File: src/rtl/fetch_pkg.sv
// Shared definitions for the instruction fetch stage.
//   fetch_state_e : fetch FSM state encoding
//   NOP_INSTR     : instruction held after reset (addi x0,x0,0)
//   PC_STEP       : sequential PC increment in bytes
package fetch_pkg;

    typedef enum logic [1:0] {
        S_REQ   = 2'd0,
        S_WAIT  = 2'd1,
        S_HOLD  = 2'd2,
        S_FAULT = 2'd3
    } fetch_state_e;

    localparam logic [31:0] NOP_INSTR = 32'h0000_0013;
    localparam int          PC_STEP   = 4;

endpackage

File: src/rtl/fetch_unit_pc_next_calc.sv
// pc_next_calc: combinational next-PC selection for the fetch stage.
// Ports:
//   pc         in   XLEN  current PC
//   pc_src     in   1     1 = branch target, 0 = sequential
//   imm_ext    in   XLEN  sign-extended branch offset
//   next_pc    out  XLEN  raw candidate PC (wraps mod 2^XLEN)
//   misaligned out  1     candidate PC is not word aligned
module pc_next_calc
    import fetch_pkg::*;
#(
    parameter int XLEN = 32
) (
    input  logic [XLEN-1:0] pc,
    input  logic            pc_src,
    input  logic [XLEN-1:0] imm_ext,
    output logic [XLEN-1:0] next_pc,
    output logic            misaligned
);

    always_comb begin
        next_pc    = pc_src ? (pc + imm_ext) : (pc + XLEN'(PC_STEP));
        misaligned = |next_pc[1:0];
    end

endmodule

File: src/rtl/fetch_unit.sv
// fetch_unit: instruction fetch stage. Owns the PC, requests one word at a time
// from instruction memory over a valid/ready handshake, holds the returned word
// for decode, and steps the PC (+4 or branch target) when decode retires it.
// Ports:
//   clk, rst_n                       clock / async active-low reset
//   imem_req_valid/ready, imem_addr  request channel (imem_addr == pc)
//   imem_rsp_valid, imem_rsp_data    response channel
//   instr, instr_valid, instr_ack    held instruction towards decode
//   pc_src, imm_ext                  next-PC select, sampled with instr_ack
//   pc, pc_plus4                     PC of held/pending instruction, pc + 4
//   fetch_fault                      misaligned-target trap
// Build option FETCH_MISALIGN_CHECK_EN: when defined, a misaligned retire target
// traps into S_FAULT (left only by reset); when undefined the target's low two
// bits are cleared and fetch_fault is tied low.
//
// state   | meaning
// --------+-------------------------------------------------------------
// S_REQ   | request word at pc, wait for imem_req_ready
// S_WAIT  | request accepted, wait for imem_rsp_valid
// S_HOLD  | instr valid towards decode, wait for instr_ack
// S_FAULT | misaligned target trapped, idle until reset (option only)
module fetch_unit
    import fetch_pkg::*;
#(
    parameter int              XLEN     = 32,
    parameter logic [XLEN-1:0] RESET_PC = '0
) (
    input  logic            clk,
    input  logic            rst_n,
    output logic            imem_req_valid,
    input  logic            imem_req_ready,
    output logic [XLEN-1:0] imem_addr,
    input  logic            imem_rsp_valid,
    input  logic [31:0]     imem_rsp_data,
    output logic [31:0]     instr,
    output logic            instr_valid,
    input  logic            instr_ack,
    input  logic            pc_src,
    input  logic [XLEN-1:0] imm_ext,
    output logic [XLEN-1:0] pc,
    output logic [XLEN-1:0] pc_plus4,
    output logic            fetch_fault
);

    fetch_state_e    state;
    logic [XLEN-1:0] pc_q;
    logic [31:0]     instr_q;
    logic            instr_valid_q;
    logic            req_valid_q;
    logic [XLEN-1:0] next_pc;
    logic            misaligned;

    pc_next_calc #(.XLEN(XLEN)) u_pc_next_calc (
        .pc         (pc_q),
        .pc_src     (pc_src),
        .imm_ext    (imm_ext),
        .next_pc    (next_pc),
        .misaligned (misaligned)
    );

`ifdef FETCH_MISALIGN_CHECK_EN
    logic fault_q;

    always_ff @(posedge clk or negedge rst_n) begin
        if (!rst_n) begin
            state         <= S_REQ;
            pc_q          <= RESET_PC;
            instr_q       <= NOP_INSTR;
            instr_valid_q <= 1'b0;
            req_valid_q   <= 1'b1;
            fault_q       <= 1'b0;
        end else begin
            case (state)
                S_REQ: begin
                    if (imem_req_ready) begin
                        state       <= S_WAIT;
                        req_valid_q <= 1'b0;
                    end
                end
                S_WAIT: begin
                    if (imem_rsp_valid) begin
                        state         <= S_HOLD;
                        instr_q       <= imem_rsp_data;
                        instr_valid_q <= 1'b1;
                    end
                end
                S_HOLD: begin
                    if (instr_ack) begin
                        instr_valid_q <= 1'b0;
                        if (misaligned) begin
                            // pc keeps the faulting instruction's address
                            state   <= S_FAULT;
                            fault_q <= 1'b1;
                        end else begin
                            state       <= S_REQ;
                            pc_q        <= next_pc;
                            req_valid_q <= 1'b1;
                        end
                    end
                end
                S_FAULT: begin
                    state <= S_FAULT;
                end
                default: begin
                    state <= S_REQ;
                end
            endcase
        end
    end

    assign fetch_fault = fault_q;
`else
    always_ff @(posedge clk or negedge rst_n) begin
        if (!rst_n) begin
            state         <= S_REQ;
            pc_q          <= RESET_PC;
            instr_q       <= NOP_INSTR;
            instr_valid_q <= 1'b0;
            req_valid_q   <= 1'b1;
        end else begin
            case (state)
                S_REQ: begin
                    if (imem_req_ready) begin
                        state       <= S_WAIT;
                        req_valid_q <= 1'b0;
                    end
                end
                S_WAIT: begin
                    if (imem_rsp_valid) begin
                        state         <= S_HOLD;
                        instr_q       <= imem_rsp_data;
                        instr_valid_q <= 1'b1;
                    end
                end
                S_HOLD: begin
                    if (instr_ack) begin
                        state         <= S_REQ;
                        instr_valid_q <= 1'b0;
                        req_valid_q   <= 1'b1;
                        // misaligned targets are silently word-aligned
                        pc_q <= misaligned ? {next_pc[XLEN-1:2], 2'b00} : next_pc;
                    end
                end
                default: begin
                    // S_FAULT is unreachable without the check; recover anyway
                    state       <= S_REQ;
                    req_valid_q <= 1'b1;
                end
            endcase
        end
    end

    assign fetch_fault = 1'b0;
`endif

    assign imem_req_valid = req_valid_q;
    assign imem_addr      = pc_q;
    assign instr          = instr_q;
    assign instr_valid    = instr_valid_q;
    assign pc             = pc_q;
    assign pc_plus4       = pc_q + XLEN'(PC_STEP);

endmodule

File: config.mk
export PLATFORM = sky130hd
export DESIGN_NAME = fetch_unit
export DESIGN_NICKNAME = d
export VERILOG_FILES = /design/src/rtl/fetch_pkg.sv /design/src/rtl/fetch_unit_pc_next_calc.sv /design/src/rtl/fetch_unit.sv
export SDC_FILE = /design/constraint.sdc
export NUM_CORES = 1
export LEC_CHECK = 0
export ABC_CLOCK_PERIOD_IN_PS = 7800
export BUFFER_PORTS_ARGS = -buffer_cell sky130_fd_sc_hd__buf_2
export CORE_UTILIZATION = 54
export DETAILED_ROUTE_END_ITERATION = 6
export HOLD_SLACK_MARGIN = 0.12
export PLACE_DENSITY = 0.87
export SETUP_SLACK_MARGIN = 0.5
export SYNTH_ARGS = -nofsm -noshare
export SYNTH_HDL_FRONTEND = slang
export SYNTH_SLANG_ARGS = --single-unit
File: constraint.sdc
create_clock -name clk -period 7.8 [get_ports clk]
set_input_delay 1.56 -clock clk [delete_from_list [all_inputs] [get_ports clk]]
set_output_delay 1.56 -clock clk [all_outputs]
set_load 0.1 [all_outputs]
==> impl_metrics.env <==
export IMPL_outcome="completed"
export IMPL_async_reset_ff_share_pct=100.0
export IMPL_critPathLaunchType="register"
export IMPL_hold_start="state[1]"
export IMPL_gp_congestion=0.9400
export IMPL_ctsLongestPathBuffers=2
export IMPL_clk_insertion_delay_late_ns=0.35
export IMPL_ys_seq_area_share_pct=32.16
export IMPL_routed_wl_um=14690
export IMPL_regToRegSetupSlack_ns=4.51
export IMPL_min_path_cells=1
export IMPL_synth_seq_cells=68
export IMPL_min_path_type="reg -> reg"
export IMPL_clk_pin_slew_worst_paths_ns=0.09
export IMPL_grt_util_all_layers_pct=28.93
export IMPL_area_delta_synth_final_pct=19.74
export IMPL_cts_buffers=9
export IMPL_port_buffers=199
export IMPL_postSynthAreaPerCell_um2=9.086
export IMPL_syn_nets=687
export IMPL_drc=0
export IMPL_nets=846
export IMPL_reg2reg_depth=11
export IMPL_yosys_warnings=0
export IMPL_timing_rr_start="imem_addr[0]"
export IMPL_worst_clock_skew_ns=0.02073
export IMPL_drv_cap=0
export IMPL_arrival_ns=3.23
export IMPL_min_period_ns=4.794
export IMPL_hold_path_end="state[0]"
export IMPL_grt_pass1_wl_um=23160
export IMPL_die_h_um=101.1
export IMPL_ctsHoldBuffers=0
export IMPL_synthFlopType="dfrtp_1"
export IMPL_dr_pass1_iters=5
export IMPL_num_vias=5127
export IMPL_syn_area_um2=5306
export IMPL_diodes=0
export IMPL_grt_overflow_total=0
export IMPL_io_pins=201
export IMPL_drive_gt1_share_pct=35.70
export IMPL_placementRows=35
export IMPL_grt_pass1_vias=4836
export IMPL_synth_edf_count=0
export IMPL_detailed_place_hpwl_um=10800
export IMPL_cp_end_kind="primary output"
export IMPL_wl_per_cell_um=16.75
export IMPL_antenna_left=0
export IMPL_nFillCells=807
export IMPL_cp_max_fo=8
export IMPL_vias_per_cell=5.846
export IMPL_slew_headroom_pct=39.67
export IMPL_finalSetupTns_ns=0
export IMPL_rsz0062_at_grt="false"
export IMPL_post_cts_buffers=0
export IMPL_cts_resized=0
export IMPL_fin_cells=877
export IMPL_worstReg2RegEnd="imem_addr[30]"
export IMPL_antenna_found_initial=0
export IMPL_drtIter0Drc=376
export IMPL_coreArea_um2=9371
export IMPL_drv_slew=0
export IMPL_cts_tree="done"
export IMPL_crit_required_ns=6.24
export IMPL_fin_crit_sh_pct=61.47
export IMPL_setup_viol=0
export IMPL_dieWidth_um=101.1
export IMPL_cts_sink_count=68
export IMPL_final_hold_violation_count=0
export IMPL_grt_max_degree=69
export IMPL_dp_cells=861
export IMPL_max_freq_mhz=208.6
export IMPL_die_area_um2=10230
export IMPL_synthCells=584
export IMPL_mostFrequentLayoutCells="199 x buf_2, 64 x dfrtp_1, 50 x o21ai_0"
export IMPL_clock_root_buffer="clkbuf_8"
export IMPL_finalHoldWorstSlack_ns=0.4812
export IMPL_worst_pin_slew_ns=0.9049
export IMPL_layout_commonest_cell="buf_2"
export IMPL_initial_core_util_pct=56.62
export IMPL_crit_type="reg -> out"
export IMPL_yosys_cell_types_count=66
export IMPL_htreeDepth=3
[metrics by stage]
step | cell area (µm²) | worst slack [ns] | utilization [%]
global route | 6354 | 2.777 | 67.80
global placement | 6155 | 3.459 | 65.67
CTS | 6354 | 3.005 | 67.80
floorplan | 5306 | 1.957 | -
detailed placement | 6155 | 3.393 | 65.67
finish | 6354 | 3.006 | 67.80
[synth_stat cells, drive strengths merged (2+ instances only)]
cell / number / area, µm²
a221o: 2 / 20.02
nor3b: 2 / 15.01
mux2i: 4 / 40.04
nor4: 7 / 58.81
buf: 38 / 275.3
nor2b: 3 / 18.77
nand2: 45 / 168.9
o21a: 4 / 30.03
a21o: 23 / 172.7
o31a: 2 / 17.52
and3: 13 / 81.33
nand2b: 8 / 50.05
dfrtp: 64 / 1602
a21oi: 33 / 165.2
and2: 6 / 42.54
ha: 32 / 400.4
a211oi: 3 / 22.52
o21bai: 5 / 48.80
nor3: 10 / 55.05
o211a: 2 / 20.02
o22a: 2 / 17.52
a2bb2oi: 2 / 17.52
mux2: 32 / 360.4
xor2: 21 / 183.9
xnor2: 30 / 262.8
and4: 4 / 35.03
or4: 2 / 18.77
a31oi: 9 / 56.30
nor2: 38 / 142.6
o21ai: 50 / 250.2
or3: 2 / 12.51
a221oi: 2 / 17.52
clkbuf: 17 / 63.81
o31ai: 2 / 15.01
inv: 10 / 37.54
o211ai: 2 / 20.02
dfstp: 4 / 105.1
a22oi: 7 / 52.55
nand3: 20 / 117.6
nand4: 7 / 73.82
[registers in the layout (all words and copies together) (netlist names)]
signal,count
instr_valid,1
imem_addr,32
instr,32
imem_req_valid,1
state,2
[layout make-up]
cell class	instances	area [µm²]	area share [%]
tap	129	161.4	2.540
timing repair buffer	203	1026	16.15
inverter	10	37.54	0.5908
clock buffer	10	127.6	2.009
clock inverter	6	71.32	1.122
multi-input combinational	451	3223	50.73
sequential	68	1707	26.86
[routing by layer]
metal	vias to the layer above	wire (µm)	track usage [%]	share of wire, %
li1	2404	-	-	-
met1	2446	6146	36.80	42
met2	256	7174	49.66	49
met3	21	1181	6.418	8.0
met4	0	184	7.915	1.3
met5	-	0	0	0
[kinds of logic after synthesis]
group	Yosys count	synth area share (%)
flops	68	32.16
other cells	1	0.07067
fa+ha+maj	33	7.923
buf+inv	65	7.097
compound gates	159	19.26
xor+xnor	51	8.418
mux	36	7.546
simple gates	171	17.52
[worst max-delay path, stage by stage (launching register included)]
cell	delay [ns]
dfrtp_1	0.53
ha_1	0.26
and3_1	0.24
and3_1	0.30
nand3_1	0.19
nor3_2	0.45
and3_1	0.29
xor2_1	0.17
buf_2	0.45
[how the worst max path moves through the flow]
stage | from | end | cells past startpoint
2_1_floorplan | imem_addr[2] | pc_plus4[26] | 8
3_3_place_gp | imm_ext[0] | imem_addr[30] | 12
3_5_place_dp | imem_addr[2] | pc_plus4[28] | 8
4_1_cts | imem_addr[2] | pc_plus4[28] | 8
5_1_grt | imem_addr[2] | pc_plus4[28] | 8
6_report | imem_addr[2] | pc_plus4[28] | 8
Power is left out: the tool's default activity adds up to more than one toggle a clock period on the data nets, which glitch-free logic cannot reach.
